<file path="src/rtl/simon_seq_game.sv">
// Memory-sequence Simon game engine: grows a pseudo-random button sequence each round,
// plays it back on one-hot lamps and checks the player's key strobes against it.
module simon_seq_game #(
  parameter int         NUM_BTNS      = 4,
  parameter int         MAX_LEN       = 16,
  parameter int         SHOW_TICKS    = 50,
  parameter int         GAP_TICKS     = 25,
  parameter int         TIMEOUT_TICKS = 500,
  parameter int         RESULT_TICKS  = 100,
  parameter logic [7:0] SEED          = 8'hA5
) (
  input  logic                hz100,
  input  logic                reset_n,
  input  logic                start,
  input  logic                key_valid,
  input  logic [4:0]          key_code,
  output logic [NUM_BTNS-1:0] lamp,
  output logic [5:0]          score,
  output logic [2:0]          state,
  output logic                red,
  output logic                green
);

  typedef enum logic [2:0] {
    S_IDLE  = 3'd0,
    S_SHOW  = 3'd1,
    S_GAP   = 3'd2,
    S_INPUT = 3'd3,
    S_PASS  = 3'd4,
    S_FAIL  = 3'd5,
    S_WIN   = 3'd6
  } state_t;

  function automatic int max4(input int a, input int b, input int c, input int d);
    int m;
    m = a;
    if (b > m) m = b;
    if (c > m) m = c;
    if (d > m) m = d;
    return m;
  endfunction

  localparam int EW   = $clog2(NUM_BTNS);
  localparam int AW   = (MAX_LEN > 1) ? $clog2(MAX_LEN) : 1;
  localparam int TMAX = max4(SHOW_TICKS, GAP_TICKS, TIMEOUT_TICKS, RESULT_TICKS);
  localparam int TW   = $clog2(TMAX + 1);

  function automatic logic [NUM_BTNS-1:0] onehot(input logic [EW-1:0] e);
    onehot    = '0;
    onehot[e] = 1'b1;
  endfunction

  state_t        st;
  logic [7:0]    lfsr;
  logic [5:0]    len;
  logic [5:0]    idx;
  logic [TW-1:0] timer;
  logic [EW-1:0] seq [2**AW];

  logic [5:0]    idx_nxt;
  logic [EW-1:0] new_elem;
  logic [EW-1:0] cur_elem;
  logic [EW-1:0] nxt_elem;
  logic [EW-1:0] first_elem;
  logic          timer_zero;
  logic          last;
  logic          key_ok;
  logic          start_ok;
  logic          seq_we;
  logic [AW-1:0] seq_waddr;

  assign state      = st;
  assign idx_nxt    = idx + 6'd1;
  assign new_elem   = EW'(lfsr % NUM_BTNS);
  assign cur_elem   = seq[idx[AW-1:0]];
  assign nxt_elem   = seq[idx_nxt[AW-1:0]];
  assign first_elem = seq['0];
  assign timer_zero = (timer == '0);
  assign last       = (idx == len - 6'd1);
  // Out-of-range codes never match, so they fall through to FAIL.
  assign key_ok     = (key_code < 5'(NUM_BTNS)) && (key_code[EW-1:0] == cur_elem);
  assign start_ok   = start && ((st == S_IDLE) || (st == S_WIN));

  // Appends happen on a new game (slot 0) and when PASS hands over to the next round.
  assign seq_we    = start_ok || ((st == S_PASS) && timer_zero);
  assign seq_waddr = start_ok ? '0 : len[AW-1:0];

  always_ff @(posedge hz100) begin
    if (seq_we) seq[seq_waddr] <= new_elem;
  end

  always_ff @(posedge hz100 or negedge reset_n) begin
    if (!reset_n) begin
      st    <= S_IDLE;
      lfsr  <= SEED;
      len   <= '0;
      idx   <= '0;
      timer <= '0;
      score <= '0;
      lamp  <= '0;
      red   <= 1'b0;
      green <= 1'b0;
    end else begin
      lfsr <= {lfsr[6:0], lfsr[7] ^ lfsr[5] ^ lfsr[4] ^ lfsr[3]};
      case (st)
        S_IDLE, S_WIN: begin
          if (start) begin
            len   <= 6'd1;
            idx   <= '0;
            score <= '0;
            timer <= TW'(SHOW_TICKS - 1);
            lamp  <= onehot(new_elem);
            red   <= 1'b0;
            green <= 1'b0;
            st    <= S_SHOW;
          end
        end
        S_SHOW: begin
          if (timer_zero) begin
            timer <= TW'(GAP_TICKS - 1);
            lamp  <= '0;
            st    <= S_GAP;
          end else begin
            timer <= timer - TW'(1);
          end
        end
        S_GAP: begin
          if (timer_zero) begin
            if (last) begin
              idx   <= '0;
              timer <= TW'(TIMEOUT_TICKS - 1);
              st    <= S_INPUT;
            end else begin
              idx   <= idx_nxt;
              timer <= TW'(SHOW_TICKS - 1);
              lamp  <= onehot(nxt_elem);
              st    <= S_SHOW;
            end
          end else begin
            timer <= timer - TW'(1);
          end
        end
        S_INPUT: begin
          // A key arriving on the timeout cycle wins over the timeout.
          if (key_valid) begin
            if (!key_ok) begin
              timer <= TW'(RESULT_TICKS - 1);
              red   <= 1'b1;
              st    <= S_FAIL;
            end else if (!last) begin
              idx   <= idx_nxt;
              timer <= TW'(TIMEOUT_TICKS - 1);
            end else if (len < 6'(MAX_LEN)) begin
              score <= score + 6'd1;
              timer <= TW'(RESULT_TICKS - 1);
              green <= 1'b1;
              st    <= S_PASS;
            end else begin
              score <= score + 6'd1;
              green <= 1'b1;
              st    <= S_WIN;
            end
          end else if (timer_zero) begin
            timer <= TW'(RESULT_TICKS - 1);
            red   <= 1'b1;
            st    <= S_FAIL;
          end else begin
            timer <= timer - TW'(1);
          end
        end
        S_PASS: begin
          if (timer_zero) begin
            len   <= len + 6'd1;
            idx   <= '0;
            timer <= TW'(SHOW_TICKS - 1);
            lamp  <= onehot(first_elem);
            green <= 1'b0;
            st    <= S_SHOW;
          end else begin
            timer <= timer - TW'(1);
          end
        end
        S_FAIL: begin
          if (timer_zero) begin
            red <= 1'b0;
            st  <= S_IDLE;
          end else begin
            timer <= timer - TW'(1);
          end
        end
        default: st <= S_IDLE;
      endcase
    end
  end

endmodule
</file>
<file path="config.mk">
export PLATFORM = sky130hd
export DESIGN_NAME = simon_seq_game
export DESIGN_NICKNAME = d
export VERILOG_FILES = /design/src/rtl/simon_seq_game.sv
export SDC_FILE = /design/constraint.sdc
export NUM_CORES = 1
export LEC_CHECK = 0
export CAP_MARGIN = 20
export CORE_MARGIN = 2
export CORE_UTILIZATION = 60
export CTS_CLUSTER_SIZE = 28
export DETAILED_ROUTE_END_ITERATION = 6
export PLACE_DENSITY = 0.84
export SLEW_MARGIN = 20
export SYNTH_ARGS = -nofsm -noshare
export SYNTH_HDL_FRONTEND = slang
export SYNTH_SLANG_ARGS = --single-unit
</file>
<file path="constraint.sdc">
create_clock -name hz100 -period 3.6 [get_ports hz100]
set_input_delay 0.72 -clock hz100 [delete_from_list [all_inputs] [get_ports hz100]]
set_output_delay 0.72 -clock hz100 [all_outputs]
set_load 0.03 [all_outputs]
</file>
==> out/results.tsv, run 1 <==
metric	value	unit
crit_end	idx[5]$_DFFE_PN0P_	
gp_congestion	0.934	
fin_skew	0.0115	ns
drc_errors	0	
synth_edf_count	32	
irDropWorstVdd	0.335	mV
holdBufCountCts	0	
pre_cts_slack	-0.0333	ns
root_buffer	clkbuf_8	
clkTransAtPathRegs	0.08	ns
fin_ws	0.330	ns
ys_ff_latch	76	
required	3.85	ns
cp.depth	8	
syn-cell-area	4480	um^2
synth-main-ff-cell	dfrtp_1	
p_clk_share	23.1	%
cts_max_level	3	
slew_headroom	36.4	%
final_layout_size_suffix_gt1_share	13.0	%
synth_nets	453	
rsz0062_at_grt	false	
row_count	31	
hold_path.class	register to register	
timing.fmax	306	MHz
reg2reg_to	lamp[1]$_DFFE_PN0P_	
grt_pass1_wl	18.2	mm
powerDensity	676	nW/um^2
cp.arrival	3.52	ns
post_cts_resized	0	
path_cells	clkdlybuf4s50_1, nor4b_1, or3b_2, mux2i_1, o21ai_2, a22o_4, or2_4, o31ai_1	
dpl.hpwl	7.57	mm
end_kind	register	
antenna_found_initial	0	
rr_startpoint	len[0]$_DFFE_PN0P_	
firstDrtPassIters	7	
n_fill_cell	519	
hold_slack	0.365	ns
startpoint_type	primary input	
cap_violations	0	
path_buf_inv	1	
outcome	completed	
grt.total_usage	28.3	%
crit_family	simple AND/OR/NAND/NOR gates	
crit_type	primary input to register	
grt_start_max_net_pins	45	
synth_async_sr_flop_share	57.9	%
core_area	7250	um^2
syn_inst	437	
regArea	2070	um^2
power_frac_comb	43.5	%
netSwitchingFraction	40.4	%
post_drt_wl_per_cell	19.2	um
insertion_delay	0.36	ns
vias_per_cell	6.45	
avgSynthCellArea	10.2	um^2
cts_tree	yes	
yosys_warnings	0	
mostFrequentLayoutCells	nor2_1 (52), nand2_1 (42), dfrtp_1 (40)	
num-nets-final	473	
r2r_slack	0.33	ns
fp.dieW	90.4	um
hold_viol	0	
start_util	61.7	%
drt_wl_total	10.8	mm
worst_pin_slew	0.954	ns
slowest_stage	clkdlybuf4s50_1	
seqPwrFrac	33.4	%
area_growth	12.5	%
num_io_pins	24	
r2r_cells	9	
ys_types	55	
place_area	4800	um^2
final_common_cell	nor2_1	
post-route-period-util	90.8	%
dieArea	8170	um^2
period_minus_slack	3.27	ns
vias	3620	
crit_start	key_valid	
cts_buffer_depth	2	
yosysSeqAreaShare	46.2	%
fin_area	5040	um^2
p_leak	1.81	nW
post_cts_buffers	0	
power.switching	1.37	mW
drt_iter0_markers	486	
cts_buffers	9	
slew_violations	0	
multi_input_area	2260	um^2
setup_viol	0	
grt_pass1_vias	3549	
port_buffers	23	
diodes	0	
dieHeight	90.4	um
ant_nets	0	
slowest_delay	0.54	ns
intPower	2.03	mW
clock_sinks	76	
grt_overflow	0	
cp_max_fo	12	
routing by layer:
metal,share of wire [%],global-route usage [%]
met5,0,0
met4,1.9,9.23
met2,48,44.2
met3,8.2,6.26
met1,42,39.8
sequential cells by signal, summed over array words and instances (netlist names):
signal and flops:
green 1, timer 9, len 6, idx 6
score 6, state 3, red 1, lfsr 8
seq 32, lamp 4
per-stage QoR:
stage	cells	total power, mW	TNS [ns]	util [%]
floorplan	437	2.19	0	-
global placement	545	2.53	0	66.1
detailed placement	545	2.58	-0.0767	66.1
CTS	561	3.37	0	69.4
global route	561	3.59	0	69.4
finish	561	3.40	0	69.4
cell usage after synthesis (3+ instances only):
| library cell | instances | share of area (%) |
|---|---|---|
| nor2_1 | 52 | 4.4 |
| nand2_1 | 42 | 3.5 |
| dfrtp_1 | 40 | 22 |
| edfxtp_1 | 32 | 21 |
| o21ai_0 | 27 | 3.0 |
| nor3_1 | 23 | 2.6 |
| a21oi_1 | 17 | 1.9 |
| clkbuf_1 | 17 | 1.4 |
| mux2i_1 | 15 | 3.4 |
| mux4_2 | 15 | 7.5 |
| nand3_1 | 15 | 1.7 |
| xnor2_1 | 15 | 2.9 |
| inv_1 | 13 | 1.1 |
| o31ai_1 | 10 | 1.7 |
| nand2b_1 | 8 | 1.1 |
| ha_1 | 7 | 2.0 |
| nor2b_1 | 6 | 0.84 |
| xor2_1 | 6 | 1.2 |
| buf_2 | 5 | 0.56 |
| nand4_1 | 5 | 0.70 |
| a211oi_1 | 4 | 0.67 |
| a31oi_1 | 4 | 0.56 |
| and3_1 | 4 | 0.56 |
| dfstp_2 | 4 | 2.3 |
| o21a_1 | 4 | 0.67 |
| or2_2 | 4 | 0.56 |
| mux2_2 | 3 | 0.75 |
| o22ai_1 | 3 | 0.42 |
| or3_1 | 3 | 0.42 |
power groups by stage:
stage,combinational (mW),sequential [mW],clock (mW)
detailed placement,1.43,1.15,0
finish,1.48,1.14,0.787
global placement,1.39,1.14,0
global route,1.61,1.15,0.826
floorplan,1.05,1.14,0
CTS,1.45,1.13,0.792
logic make-up (layout without fill, tap and decap cells):
family | Yosys count | after routing | synth area share (%)
AO/OA/AOI/OAI | 89 | 89 | 13.3
XOR/XNOR | 22 | 22 | 4.47
adder cells (fa/ha/maj) | 7 | 7 | 1.96
buffers and inverters | 37 | 62 | 3.41
flip-flops | 76 | 76 | 46.2
multiplexers | 35 | 35 | 12.8
AND/OR/NAND/NOR | 171 | 171 | 17.9
worst register-to-register path, cell delays in order (launching register included):
cell	delay, ns
dfrtp_1	0.55
inv_1	0.14
ha_1	0.35
xnor2_1	0.15
a211oi_1	0.19
o211ai_1	0.16
or2_2	0.44
a31o_2	0.28
a21oi_1	0.50
mux2_2	0.41
how the worst min path moves through the flow:
stage / start / endpoint / cells after the start
floorplan: lfsr[6]$_DFF_PN0_ / lfsr[7]$_DFF_PN1_ / 0
global placement: lfsr[6]$_DFF_PN0_ / lfsr[7]$_DFF_PN1_ / 0
detailed placement: lfsr[6]$_DFF_PN0_ / lfsr[7]$_DFF_PN1_ / 0
CTS: lfsr[6]$_DFF_PN0_ / lfsr[7]$_DFF_PN1_ / 0
global route: lfsr[6]$_DFF_PN0_ / lfsr[7]$_DFF_PN1_ / 0
finish: lfsr[6]$_DFF_PN0_ / lfsr[7]$_DFF_PN1_ / 0
layout make-up:
cell class              instances  share of cell area (%)
flip-flops and latches         76                    41.0
repair buffers                 33                    5.96
well taps                      99                    2.46
inverters                      13                   0.969
clock buffers                  10                    2.53
multi-input cells             324                    44.8
clock inverters                 6                    2.21
Note: power is estimated with default switching activity, not from simulation.
==> run 2: changes to the inputs <==
Settings changed: GPL_TIMING_DRIVEN from default to 0.
==> out/results.tsv, run 2 (synthesis gave the netlist of run 1 again) <==
metric	value	unit
outcome	completed	
dpl.hpwl	8.11	mm
final_layout_size_suffix_gt1_share	12.4	%
gp_congestion	0.976	
finalNonFillerCells	576	
worst_pin_slew	0.959	ns
diodes	0	
fp.dieW	90.4	um
post_drt_wl_per_cell	19.1	um
top_regs	seq (32), timer (9), lfsr (8)	
setup_viol	0	
end_kind	register	
powerDensity	653	nW/um^2
post_cts_buffers	0	
drc_errors	0	
area_growth	13.0	%
firstDrtPassIters	6	
hold_viol	0	
num-nets-final	488	
vias	3715	
vias_per_cell	6.45	
power	3.30	mW
final_common_cell	nor2_1	
fin_skew	0.0120	ns
hold_slack	0.266	ns
grt.total_usage	28.3	%
dieArea	8170	um^2
n_fill_cell	549	
dieHeight	90.4	um
grt_overflow	0	
cts_buffer_depth	2	
grt_start_max_net_pins	30	
hold_path.class	primary input to asynchronous set/reset pin	
clkTransAtPathRegs	0.09	ns
row_count	31	
drt_wl_total	11.0	mm
start_util	61.7	%
mostFrequentLayoutCells	nor2_1 (52), nand2_1 (42), dfrtp_1 (40)	
ant_nets	0	
insertion_delay	0.36	ns
cp_max_fo	10	
period_minus_slack	3.29	ns
root_buffer	clkbuf_8	
slew_headroom	35.6	%
post-route-period-util	91.3	%
largest-register	seq	
grt_pass1_wl	18.3	mm
required	3.87	ns
rsz0062_at_grt	false	
cts_tree	yes	
p_leak	1.80	nW
placedCellCount	560	
cap_violations	0	
timing.fmax	304	MHz
core_area	7250	um^2
cp.arrival	3.56	ns
grt_pass1_vias	3568	
crit_type	primary input to register	
slew_violations	0	
r2r_cells	10	
pre_cts_slack	-0.215	ns
largest_register_ffs	32	
num_io_pins	24	
cts_buffers	9	
cts_max_level	3	
drt_iter0_markers	424	
clock_sinks	76	
startpoint_type	primary input	
port_buffers	23	
irDropWorstVdd	0.439	mV
fin_ws	0.313	ns
antenna_found_initial	0	
==> run 2: through the flow <==
stage | cell area (um^2) | setup TNS (ns) | util [%]
2_1_floorplan | 4480 | 0 | -
3_3_place_gp | 4830 | -0.940 | 66.6
3_5_place_dp | 4850 | -2.35 | 66.8
4_1_cts | 5050 | 0 | 69.6
5_1_grt | 5060 | 0 | 69.7
6_report | 5060 | 0 | 69.7
==> run 2: worst paths after layout <==
path	from	to	slack [ns]
setup reg to reg	len[0]$_DFFE_PN0P_	lamp[0]$_DFFE_PN0P_	0.35
min in group hz100	lfsr[6]$_DFF_PN0_	lfsr[7]$_DFF_PN1_	0.37
max in group asynchronous	reset_n	lfsr[0]$_DFF_PN1_	2.77
hold / removal	reset_n	timer[8]$_DFFE_PN0P_	0.27
hold reg to reg	lfsr[6]$_DFF_PN0_	lfsr[7]$_DFF_PN1_	0.37
setup / recovery	key_valid	timer[8]$_DFFE_PN0P_	0.31
==> run 2: layout make-up <==
class / count / area, um^2 / share of cell area (%)
buffer: 24 / 104 / 2.05
clock buffer: 9 / 124 / 2.45
clock inverter: 7 / 81.3 / 1.61
inverter: 13 / 48.8 / 0.965
multi-input combinational: 324 / 2260 / 44.8
sequential: 76 / 2070 / 40.9
tap: 99 / 124 / 2.45
timing repair buffer: 24 / 245 / 4.85
==> run 2: critical path, stage by stage <==
cell and delay, ns:
clkdlybuf4s50_1 0.64, nor4b_2 0.39, or3b_2 0.49, mux2i_1 0.19, o21ai_2 0.16, o31ai_4 0.50
buf_2 0.30, o21ai_0 0.10, o31ai_1 0.07
==> run 2: where the power goes <==
group	switching, mW	internal, mW
Combinational	0.979	0.568
Clock	0.353	0.330
Sequential	0.0845	0.987
Total	1.42	1.88
==> run 2: per-layer routing <==
layer	GRT usage, %	up-vias	wire length [um]
met5	0	-	0
met4	7.56	0	191
met2	43.2	215	5010
met1	40.0	1798	4600
met3	8.35	27	1210
li1	-	1675	-
==> run 2: repair_timing <==
action                                 4_1_cts  5_1_grt
hold buffers                                 0        0
setup endpoints to repair                    0       11
endpoints found under the hold margin        0        0
resized for setup                            0        1
==> run 3: changes to the inputs <==
Settings changed: PLACE_DENSITY 0.84 to 0.8.
==> out/results.tsv, run 3 (synthesis gave the netlist of run 1 again) <==
metric	value	unit
r2r_cells	10	
cp_max_fo	10	
row_count	31	
place_area	4850	um^2
cp.arrival	3.62	ns
cts_max_level	3	
port_buffers	23	
final_layout_size_suffix_gt1_share	12.4	%
insertion_delay	0.36	ns
drt_iter0_markers	353	
cts_buffer_depth	2	
antenna_found_initial	0	
start_util	61.7	%
ant_nets	0	
holdBufCountCts	0	
required	3.87	ns
slew_violations	0	
largest-register	seq	
dieHeight	90.4	um
fp.dieW	90.4	um
post-route-period-util	93.1	%
vias	3711	
vias_per_cell	6.44	
path_buf_inv	2	
setup_viol	0	
outcome	completed	
end_kind	register	
gp_congestion	1.00	
finalNonFillerCells	576	
n_fill_cell	553	
num-nets-final	488	
fin_ws	0.250	ns
powerDensity	659	nW/um^2
reg2reg_to	lamp[0]$_DFFE_PN0P_	
top_regs	seq (32), timer (9), lfsr (8)	
clock_sinks	76	
grt_pass1_vias	3548	
dpl.hpwl	7.95	mm
grt.total_usage	28.8	%
crit_type	primary input to register	
hold_path.class	primary input to asynchronous set/reset pin	
grt_pass1_wl	18.6	mm
post_drt_wl_per_cell	19.2	um
r2r_slack	0.26	ns
drc_errors	0	
cap_violations	0	
root_buffer	clkbuf_8	
clkTransAtPathRegs	0.10	ns
hold_viol	0	
core_area	7250	um^2
slowest_stage	clkdlybuf4s50_1	
drt_wl_total	11.0	mm
post_cts_buffers	0	
pre_cts_slack	-0.287	ns
fin_skew	0.0115	ns
crit_family	simple AND/OR/NAND/NOR gates	
firstDrtPassIters	5	
hold_slack	0.267	ns
rsz0062_at_grt	false	
largest_register_ffs	32	
rr_startpoint	len[0]$_DFFE_PN0P_	
area_growth	13.2	%
setup_tns	0	ns
timing.fmax	299	MHz
slowest_delay	0.67	ns
mostFrequentLayoutCells	nor2_1 (52), nand2_1 (42), dfrtp_1 (40)	
worst_pin_slew	1.00	ns
diodes	0	
p_leak	1.82	nW
placedCellCount	560	
cts_buffers	9	
irDropWorstVdd	0.317	mV
startpoint_type	primary input	
cts_tree	yes	
num_io_pins	24	
dieArea	8170	um^2
period_minus_slack	3.35	ns
path_cells	clkdlybuf4s50_1, nor4b_2, or3b_2, mux2i_1, o21ai_2, o31ai_4, buf_2, nand2_1, o31ai_1	
grt_start_max_net_pins	30	
fin_area	5070	um^2
slew_headroom	32.1	%
grt_overflow	0	
final_common_cell	nor2_1	
[run 3: per-layer routing]
metal | global-route usage, % | up-vias | wire length [um]
met2 | 40.9 | 226 | 4920
met1 | 44.1 | 1780 | 4820
met5 | 0 | - | 0
li1 | - | 1680 | -
met4 | 9.23 | 0 | 203
met3 | 6.84 | 25 | 1090
[run 3: timing repair]
action	in CTS	in global routing
resized for setup	0	1
hold endpoints to repair	0	0
setup endpoints to repair	0	8
[run 3: cell type report]
class,instances,area [um^2],share of cell area (%)
Clock buffer,9,124,2.44
Multi-Input combinational cell,324,2260,44.7
Buffer,24,104,2.05
Inverter,13,48.8,0.963
Sequential cell,76,2070,40.8
Clock inverter,7,92.6,1.83
Timing Repair Buffer,24,245,4.84
Tap cell,99,124,2.44
[run 3: where the power goes]
part           internal (mW)  switching, mW
logic                  0.568          0.987
clock network          0.338          0.371
registers              0.987         0.0861
total                   1.89           1.44
[run 3: stage by stage]
stage          utilization [%]  power (mW)
2_1_floorplan                -        2.19
3_3_place_gp              66.6        2.56
3_5_place_dp              66.8        2.60
4_1_cts                   69.8        3.31
5_1_grt                   69.9        3.54
6_report                  69.9        3.34
[run 3: worst max path at each step]
stage,startpoint,endpoint,slack [ns],cells past startpoint
final,key_valid,timer[3]$_DFFE_PN0P_,0.25,9
after global routing,key_valid,timer[8]$_DFFE_PN0P_,0.1,9
after CTS,key_valid,timer[3]$_DFFE_PN0P_,0.07,9
after global placement,key_valid,timer[8]$_DFFE_PN0P_,-0.20,9
after floorplan,key_code[4],timer[8]$_DFFE_PN0P_,0.83,8
after detailed placement,key_valid,timer[3]$_DFFE_PN0P_,-0.29,9
